## config.mk

```make
export PLATFORM = sky130hd
export DESIGN_NAME = input_vc_buffer_flat
export DESIGN_NICKNAME = d
export VERILOG_FILES = /design/src/rtl/input_vc_buffer_pkg.sv /design/src/rtl/input_vc_buffer_if.sv /design/src/rtl/input_vc_buffer_vc_fifo.sv /design/src/rtl/input_vc_buffer.sv /design/src/flat_wrapper.sv
export SDC_FILE = /design/constraint.sdc
export NUM_CORES = 1
export LEC_CHECK = 0
export CORE_MARGIN = 2
export CORE_UTILIZATION = 25
export CTS_BUF_LIST = sky130_fd_sc_hd__clkbuf_4
export CTS_CLUSTER_DIAMETER = 50
export CTS_CLUSTER_SIZE = 12
export DETAILED_ROUTE_END_ITERATION = 7
export GPL_TIMING_DRIVEN = 0
export HOLD_SLACK_MARGIN = 0.08
export SLEW_MARGIN = 20
export SYNTH_ARGS = -nofsm -noshare
export SYNTH_HDL_FRONTEND = slang
export SYNTH_SLANG_ARGS = --single-unit
```

## constraint.sdc

```tcl
create_clock -name clk -period 3.2 [get_ports clk]
set_input_delay 0.64 -clock clk [delete_from_list [all_inputs] [get_ports clk]]
set_output_delay 0.64 -clock clk [all_outputs]
set_load 0.02 [all_outputs]
```

## src/rtl/input_vc_buffer_pkg.sv

```systemverilog
// ============================================================================
// Module  : input_vc_buffer_pkg
// Purpose : Router-wide constants shared by the link output mux and the
//           input VC buffer, so both ends of a link agree on flit width,
//           VC count and buffer depth.
// Revision: 1.0 - initial release
// ============================================================================
`default_nettype none

package input_vc_buffer_pkg;

  // Flit payload width carried on every router link.
  localparam int DATA_WIDTH_DEF = 16;

  // Width of the virtual-channel index carried alongside each flit.
  localparam int VCH_WIDTH_NUM = 2;

  // Number of virtual channels per link.
  localparam int VC_NUM_DEF = 2 ** VCH_WIDTH_NUM;

  // Router ports: 4 hypercube dimensions plus the local port.
  localparam int PORT_NUM = 5;

  // Default entries per VC FIFO (power of 2, at least 2). Upstream starts
  // with this many credits per VC.
  localparam int INBUF_DEPTH = 4;

  // Occupancy counter width able to hold 0..depth inclusive.
  function automatic int cnt_width(input int depth);
    return $clog2(depth + 1);
  endfunction

endpackage : input_vc_buffer_pkg

`default_nettype wire

```

## src/rtl/input_vc_buffer_if.sv

```systemverilog
// ============================================================================
// Module  : input_vc_buffer_if
// Purpose : Link-side and crossbar-side signal bundle of one input VC buffer.
//   Link in     : idata, ivalid, ivch
//   Crossbar in : ird_en, ird_vch
//   Crossbar out: odata, ovalid, ovch, ovc_nempty
//   Credit out  : ocredit_valid, ocredit_vch
//   Status out  : oerr
//   Modports: master = upstream/crossbar side, slave = the buffer itself.
// Revision: 1.0 - initial release
// ============================================================================
`default_nettype none

interface input_vc_buffer_if #(
  parameter int DATA_WIDTH = input_vc_buffer_pkg::DATA_WIDTH_DEF,
  parameter int VCH_W      = input_vc_buffer_pkg::VCH_WIDTH_NUM
);

  localparam int VC_NUM = 2 ** VCH_W;

  logic [DATA_WIDTH-1:0] idata;
  logic                  ivalid;
  logic [VCH_W-1:0]      ivch;
  logic                  ird_en;
  logic [VCH_W-1:0]      ird_vch;
  logic [DATA_WIDTH-1:0] odata;
  logic                  ovalid;
  logic [VCH_W-1:0]      ovch;
  logic                  ocredit_valid;
  logic [VCH_W-1:0]      ocredit_vch;
  logic [VC_NUM-1:0]     ovc_nempty;
  logic                  oerr;

  modport master (
    output idata, ivalid, ivch, ird_en, ird_vch,
    input  odata, ovalid, ovch, ocredit_valid, ocredit_vch, ovc_nempty, oerr
  );

  modport slave (
    input  idata, ivalid, ivch, ird_en, ird_vch,
    output odata, ovalid, ovch, ocredit_valid, ocredit_vch, ovc_nempty, oerr
  );

endinterface : input_vc_buffer_if

`default_nettype wire

```

## src/rtl/input_vc_buffer_vc_fifo.sv

```systemverilog
// ============================================================================
// Module  : vc_fifo
// Purpose : Single virtual-channel synchronous FIFO. The head entry is
//           presented combinationally on rd_data; the caller registers it.
//   clk, rst : clock, synchronous active-high reset
//   wr_en    : push wr_data (ignored when full unless popping this cycle)
//   wr_data  : entry to push
//   rd_en    : pop head (ignored when empty)
//   rd_data  : current head entry
//   count    : occupancy 0..DEPTH
//   full     : count == DEPTH
//   empty    : count == 0
// Revision: 1.0 - initial release
// ============================================================================
`default_nettype none

module vc_fifo #(
  parameter int DATA_WIDTH = input_vc_buffer_pkg::DATA_WIDTH_DEF,
  parameter int DEPTH      = input_vc_buffer_pkg::INBUF_DEPTH,
  parameter int CNT_W      = $clog2(DEPTH + 1)
) (
  input  wire logic                  clk,
  input  wire logic                  rst,
  input  wire logic                  wr_en,
  input  wire logic [DATA_WIDTH-1:0] wr_data,
  input  wire logic                  rd_en,
  output logic      [DATA_WIDTH-1:0] rd_data,
  output logic      [CNT_W-1:0]      count,
  output logic                       full,
  output logic                       empty
);

  localparam int PTR_W = $clog2(DEPTH);

  logic [DATA_WIDTH-1:0] mem [DEPTH];
  logic [PTR_W-1:0]      wr_ptr;
  logic [PTR_W-1:0]      rd_ptr;
  logic                  do_wr;
  logic                  do_rd;

  assign full  = (count == CNT_W'(DEPTH));
  assign empty = (count == '0);

  // A pop on a full FIFO frees the slot the concurrent push lands in.
  assign do_rd = rd_en && !empty;
  assign do_wr = wr_en && (!full || do_rd);

  assign rd_data = mem[rd_ptr];

  // Storage needs no reset: nothing is readable until count says so.
  always_ff @(posedge clk) begin
    if (do_wr) begin
      mem[wr_ptr] <= wr_data;
    end
  end

  // Pointers wrap naturally because DEPTH is a power of 2.
  always_ff @(posedge clk) begin
    if (rst) begin
      wr_ptr <= '0;
      rd_ptr <= '0;
      count  <= '0;
    end else begin
      if (do_wr) begin
        wr_ptr <= wr_ptr + PTR_W'(1);
      end
      if (do_rd) begin
        rd_ptr <= rd_ptr + PTR_W'(1);
      end
      case ({do_wr, do_rd})
        2'b10:   count <= count + CNT_W'(1);
        2'b01:   count <= count - CNT_W'(1);
        default: count <= count;
      endcase
    end
  end

endmodule : vc_fifo

`default_nettype wire

```

## src/rtl/input_vc_buffer.sv

```systemverilog
// ============================================================================
// Module  : input_vc_buffer
// Purpose : Receive end of a router-to-router link. Stores incoming flits in
//           one FIFO per virtual channel, pops them to the crossbar on
//           request with one cycle latency and returns one credit upstream
//           per popped flit.
//   clk, rst      : clock, synchronous active-high reset
//   bus.idata     : flit from link        bus.ivalid : flit present
//   bus.ivch      : target VC of flit
//   bus.ird_en    : crossbar read request bus.ird_vch: VC to pop
//   bus.odata     : popped flit (reg)     bus.ovalid : odata valid (reg)
//   bus.ovch      : VC of popped flit (reg)
//   bus.ocredit_valid / ocredit_vch : credit pulse and its VC (reg)
//   bus.ovc_nempty: per-VC non-empty flags
//   bus.oerr      : sticky protocol error
// Build option: INBUF_ERR_CHECK_EN enables oerr detection (drop at full,
//   read of an empty VC); without it oerr is tied to 0.
// Revision: 1.0 - initial release
// ============================================================================
`default_nettype none

module input_vc_buffer #(
  parameter int DATA_WIDTH = input_vc_buffer_pkg::DATA_WIDTH_DEF,
  parameter int VCH_W      = input_vc_buffer_pkg::VCH_WIDTH_NUM,
  parameter int DEPTH      = input_vc_buffer_pkg::INBUF_DEPTH,
  parameter int CNT_W      = input_vc_buffer_pkg::cnt_width(DEPTH)
) (
  input wire logic         clk,
  input wire logic         rst,
  input_vc_buffer_if.slave bus
);

  import input_vc_buffer_pkg::*;

  localparam int VC_NUM = 2 ** VCH_W;

  logic [VC_NUM-1:0]     wr_sel;
  logic [VC_NUM-1:0]     rd_sel;
  logic [VC_NUM-1:0]     full_v;
  logic [VC_NUM-1:0]     empty_v;
  logic [VC_NUM-1:0]     nempty_v;
  logic [DATA_WIDTH-1:0] head [VC_NUM];
  logic [CNT_W-1:0]      count [VC_NUM];
  logic                  pop_ok;

  logic [DATA_WIDTH-1:0] odata_q;
  logic                  ovalid_q;
  logic [VCH_W-1:0]      ovch_q;
  logic                  credit_valid_q;
  logic [VCH_W-1:0]      credit_vch_q;

  // Write/read demux. A write to a full VC is only let through when that
  // same VC is being popped (full implies non-empty, so the pop is real).
  always_comb begin
    wr_sel   = '0;
    rd_sel   = '0;
    nempty_v = '0;
    for (int v = 0; v < VC_NUM; v++) begin
      rd_sel[v]   = bus.ird_en && (bus.ird_vch == VCH_W'(v));
      wr_sel[v]   = bus.ivalid && (bus.ivch == VCH_W'(v)) && (!full_v[v] || rd_sel[v]);
      nempty_v[v] = (count[v] != '0);
    end
  end

  assign pop_ok = bus.ird_en && !empty_v[bus.ird_vch];

  generate
    for (genvar g = 0; g < VC_NUM; g++) begin : g_vc
      vc_fifo #(
        .DATA_WIDTH (DATA_WIDTH),
        .DEPTH      (DEPTH),
        .CNT_W      (CNT_W)
      ) u_fifo (
        .clk     (clk),
        .rst     (rst),
        .wr_en   (wr_sel[g]),
        .wr_data (bus.idata),
        .rd_en   (rd_sel[g]),
        .rd_data (head[g]),
        .count   (count[g]),
        .full    (full_v[g]),
        .empty   (empty_v[g])
      );
    end
  endgenerate

  // Output and credit registers. odata/ovch hold across non-pop cycles so
  // the crossbar sees a stable bus; only the valid strobes drop.
  always_ff @(posedge clk) begin
    if (rst) begin
      odata_q        <= '0;
      ovalid_q       <= 1'b0;
      ovch_q         <= '0;
      credit_valid_q <= 1'b0;
      credit_vch_q   <= '0;
    end else begin
      ovalid_q       <= pop_ok;
      credit_valid_q <= pop_ok;
      if (pop_ok) begin
        odata_q      <= head[bus.ird_vch];
        ovch_q       <= bus.ird_vch;
        credit_vch_q <= bus.ird_vch;
      end
    end
  end

  assign bus.odata         = odata_q;
  assign bus.ovalid        = ovalid_q;
  assign bus.ovch          = ovch_q;
  assign bus.ocredit_valid = credit_valid_q;
  assign bus.ocredit_vch   = credit_vch_q;
  assign bus.ovc_nempty    = nempty_v;

`ifdef INBUF_ERR_CHECK_EN
  logic err_q;
  logic wr_drop;
  logic rd_empty;

  // Upstream overran its credits, or the allocator granted an empty VC.
  assign wr_drop  = bus.ivalid && full_v[bus.ivch] && !rd_sel[bus.ivch];
  assign rd_empty = bus.ird_en && empty_v[bus.ird_vch];

  always_ff @(posedge clk) begin
    if (rst) begin
      err_q <= 1'b0;
    end else if (wr_drop || rd_empty) begin
      err_q <= 1'b1;
    end
  end

  assign bus.oerr = err_q;
`else
  assign bus.oerr = 1'b0;
`endif

endmodule : input_vc_buffer

`default_nettype wire

```

## src/flat_wrapper.sv

```systemverilog
// flat-port wrapper written by rule: the top's interface ports become plain ports
module input_vc_buffer_flat import input_vc_buffer_pkg::*;
#(
  parameter int DATA_WIDTH = input_vc_buffer_pkg::DATA_WIDTH_DEF,
  parameter int VCH_W      = input_vc_buffer_pkg::VCH_WIDTH_NUM,
  parameter int DEPTH      = input_vc_buffer_pkg::INBUF_DEPTH,
  parameter int CNT_W      = input_vc_buffer_pkg::cnt_width(DEPTH)
)
  (clk, rst, bus_idata, bus_ivalid, bus_ivch, bus_ird_en, bus_ird_vch, bus_odata, bus_ovalid, bus_ovch, bus_ocredit_valid, bus_ocredit_vch, bus_ovc_nempty, bus_oerr);
  input_vc_buffer_if #(.DATA_WIDTH(DATA_WIDTH), .VCH_W(VCH_W)) bus_i ();
  input wire logic clk;
  input wire logic rst;
  input wire logic [$bits(bus_i.idata)-1:0] bus_idata;
  input wire logic [$bits(bus_i.ivalid)-1:0] bus_ivalid;
  input wire logic [$bits(bus_i.ivch)-1:0] bus_ivch;
  input wire logic [$bits(bus_i.ird_en)-1:0] bus_ird_en;
  input wire logic [$bits(bus_i.ird_vch)-1:0] bus_ird_vch;
  output wire logic [$bits(bus_i.odata)-1:0] bus_odata;
  output wire logic [$bits(bus_i.ovalid)-1:0] bus_ovalid;
  output wire logic [$bits(bus_i.ovch)-1:0] bus_ovch;
  output wire logic [$bits(bus_i.ocredit_valid)-1:0] bus_ocredit_valid;
  output wire logic [$bits(bus_i.ocredit_vch)-1:0] bus_ocredit_vch;
  output wire logic [$bits(bus_i.ovc_nempty)-1:0] bus_ovc_nempty;
  output wire logic [$bits(bus_i.oerr)-1:0] bus_oerr;
  assign bus_i.idata = bus_idata;
  assign bus_i.ivalid = bus_ivalid;
  assign bus_i.ivch = bus_ivch;
  assign bus_i.ird_en = bus_ird_en;
  assign bus_i.ird_vch = bus_ird_vch;
  assign bus_odata = bus_i.odata;
  assign bus_ovalid = bus_i.ovalid;
  assign bus_ovch = bus_i.ovch;
  assign bus_ocredit_valid = bus_i.ocredit_valid;
  assign bus_ocredit_vch = bus_i.ocredit_vch;
  assign bus_ovc_nempty = bus_i.ovc_nempty;
  assign bus_oerr = bus_i.oerr;
  input_vc_buffer #(.DATA_WIDTH(DATA_WIDTH), .VCH_W(VCH_W), .DEPTH(DEPTH), .CNT_W(CNT_W)) u_core (.clk(clk), .rst(rst), .bus(bus_i));
endmodule
```

==> qor.yml <==
outcome: "complete, no violations"
clock_tree.buffer_depth: 3
finalMaxSlewViolations: 0
cts_tree: "built"
cp_max_fo: 5
nNetsFinal: 859
syn_area_um2: 12400
grt_pass1_vias: 6542
max-slew-margin-rel: 0.412
synth_cell_types: 44
crit_path_start: "u_core.g_vc[0].u_fifo.count[2]"
setup_viol: 0
io_pins: 51
synth-async-reset-ratio: 0
port_buffers: 47
htree_num_levels: 1
r2r_cells: 9
syn_area_per_cell_um2: 17.0
hold_viol: 0
vias_per_cell: 4.18
synth_warnings: 0
vias: 6261
synth_seq_cells: 311
fillers: 4901
synth-edff-count: 256
detailed_place_hpwl_mm: 17.7
area_growth_pct: 13.7
endpoint: "bus_ovc_nempty[0]"
cts-resized-gates: 0
clkTransAtPathRegs_ns: 0.13
crit_chain: "or3_1 > clkbuf_1 > clkdlybuf4s50_1"
clock_latency_ns: 0.75
gp_congestion: 0.738
arrival_ns: 2.22
dp_slack_ns: -0.401
synth_nets: 781
power.density_nw_per_um2: 488
dpl.cell_count: 1444
die_w_um: 227
cts_sinks: 311
post-cts-setup-buffers: 0
maxCapViolations: 0
ys_seq_area_frac: 0.706
skew_ns: 0.0238
synth_ff_type: "edfxtp_1"
cts_made_buffers: 29
critPathLaunchType: "register"
antenna_found_initial: 1
postSynthCellCount: 733
wl_per_cell_um: 16.5
fmax_ghz: 0.349
ctsHoldBuffers: 0
initialDrtViolationCount: 320
power_mw: 6.90
critical_path_class: "register to output pin"
core_area_um2: 49100
cpPeakStageDelay_ns: 0.57
path_depth: 3
rr_endpoint: "u_core.g_vc[0].u_fifo.count[2]"
initial_core_util: 0.254
dr.pass1.iters: 4
root_buffer: "clkbuf_4"
vdd_drop_max_mv: 0.220
tightest_slew_ns: 0.882
worstPathRequired_ns: 2.56
cp.buffers_inverters: 2
num_rows: 81
worst-r2r-setup-slack_ns: 0.77
routed_wl_mm: 24.7
drt.antenna.violating_nets: 0
dieArea_um2: 51600
grt_max_degree: 17
crit_path_end_kind: "output pin"
drc_errors: 0
final_layout_size_suffix_gt1_frac: 0.170
finalNonFillerCells: 1499
period_share: 0.895
slowest_stage: "clkdlybuf4s50_1"
overflow: 0
grt_pass1_wl_mm: 38.5
period_needed_ns: 2.86
rsz0062_at_grt: "no"
hold_path.class: "input pin to register"
regToRegStartpoint: "u_core.g_vc[0].u_fifo.count[2]"
grt_use_total: 0.0974
cp_top_family: "buffers and inverters"
leakage_nw: 4.21
fin_ws_ns: 0.337
fp.dieH_um: 227
==> through the flow <==
stage,hold slack [ns],area [µm²],TNS (ns),util
2_1_floorplan,0.469,12400,0,-
3_3_place_gp,0.494,13700,-53.36,0.280
3_5_place_dp,0.498,13700,-62.50,0.280
4_1_cts,0.204,14100,0,0.288
5_1_grt,0.301,14100,0,0.288
6_report,0.268,14100,0,0.288
==> placed cells by master (no fill, tap or decap), types with 12 or more instances in the layout <==
master and n:
clkbuf_4 53, a211oi_1 16, nand2_1 20, inv_1 27, and2_1 17, ha_1 20
a311oi_2 12, a21oi_1 12, edfxtp_1 256, nor2_1 39, mux4_2 32, buf_2 14
clkdlybuf4s50_1 47, clkbuf_1 16, dfxtp_1 55, mux2i_1 67, o22ai_1 32
==> where the power goes <==
part,switching [mW],internal (mW)
registers,0.0363,4.44
clock network,1.22,0.735
logic,0.285,0.187
total,1.54,5.36
==> registers in the layout (all words and copies together), names as in the netlist, named ones only <==
name	count
u_core.bus.odata	16
u_core.bus.ovalid	1
u_core.bus.ovch	2
u_core.g_vc.u_fifo.count	12
u_core.g_vc.u_fifo.mem	256
u_core.g_vc.u_fifo.rd_ptr	8
u_core.g_vc.u_fifo.wr_ptr	8
==> routing by layer <==
layer  global-route usage  routed length (µm)
met1                0.119               10600
met2                0.176               12800
met3               0.0132                 783
met4               0.0331                 561
met5                    0                   0
==> worst min path at each step <==
stage	depth (start not counted)	startpoint	slack, ns	end
after floorplan	2	u_core.g_vc[0].u_fifo.wr_ptr[1]	0.47	u_core.g_vc[0].u_fifo.wr_ptr[1]
after global placement	2	u_core.g_vc[2].u_fifo.count[2]	0.49	u_core.g_vc[2].u_fifo.count[2]
after detailed placement	2	u_core.g_vc[0].u_fifo.wr_ptr[1]	0.50	u_core.g_vc[0].u_fifo.wr_ptr[1]
after CTS	2	rst	0.20	u_core.bus.odata[15]
after global routing	2	rst	0.30	u_core.bus.odata[15]
final	2	rst	0.27	u_core.bus.odata[15]
==> Yosys cell counts, types with 2 or more instances <==
library cell | number | area (µm²)
nand3b_1 | 3 | 22.5
buf_6 | 3 | 33.8
nor2_1 | 39 | 146
mux2i_1 | 67 | 671
nor2b_1 | 2 | 12.5
nand2_1 | 20 | 75.1
xor2_1 | 10 | 87.6
inv_1 | 27 | 101
a211oi_1 | 16 | 120
o22ai_1 | 32 | 200
ha_1 | 20 | 250
or3b_1 | 2 | 17.5
or3_1 | 6 | 37.5
buf_4 | 9 | 67.6
mux4_2 | 32 | 721
nor3_1 | 8 | 40.0
o21ai_0 | 4 | 20.0
and2_1 | 17 | 106
xnor2_1 | 10 | 87.6
a311oi_1 | 6 | 52.6
fa_1 | 4 | 80.1
a21oi_1 | 12 | 60.1
nand3_1 | 4 | 20.0
edfxtp_1 | 256 | 7690
clkbuf_1 | 16 | 60.1
nor3b_1 | 2 | 15.0
nor3_2 | 10 | 100
a311oi_2 | 12 | 180
dfxtp_1 | 55 | 1100
a311oi_4 | 2 | 52.6
buf_2 | 14 | 70.1
==> cell type report <==
| class | count | area, µm² | share of cell area |
|---|---|---|---|
| clock inverters | 1 | 3.75 | 0.000265 |
| multi-input cells | 352 | 3320 | 0.235 |
| inverters | 27 | 101 | 0.00716 |
| well taps | 664 | 831 | 0.0587 |
| plain buffers | 43 | 235 | 0.0166 |
| diodes | 1 | 2.50 | 0.000177 |
| flip-flops and latches | 311 | 8790 | 0.621 |
| clock buffers | 53 | 398 | 0.0281 |
| repair buffers | 47 | 470 | 0.0332 |
==> cell families (layout without fill, tap and decap cells) <==
| kind of cell | after synthesis | in the layout | share of synthesized area |
|---|---|---|---|
| xor gates and xnor gates | 20 | 20 | 0.0141 |
| AOI/OAI and AO/OA | 89 | 89 | 0.0608 |
| buffers and inverters | 70 | 171 | 0.0270 |
| other | 1 | 2 | 0.000301 |
| muxes | 99 | 99 | 0.112 |
| and+or+nand+nor | 119 | 119 | 0.0532 |
| DFF | 311 | 311 | 0.706 |
| adders and majority gates | 24 | 24 | 0.0265 |
==> worst register-to-register path, cell delays in order, from the launching register on <==
cell      delay [ns]
dfxtp_1         0.43
or3_1           0.13
clkbuf_1        0.24
and2_1          0.23
ha_1            0.20
inv_1           0.07
fa_1            0.43
xor2_1          0.16
or3_1           0.31
a21oi_1         0.14
No activity file was read; power rests on OpenSTA's default activity.
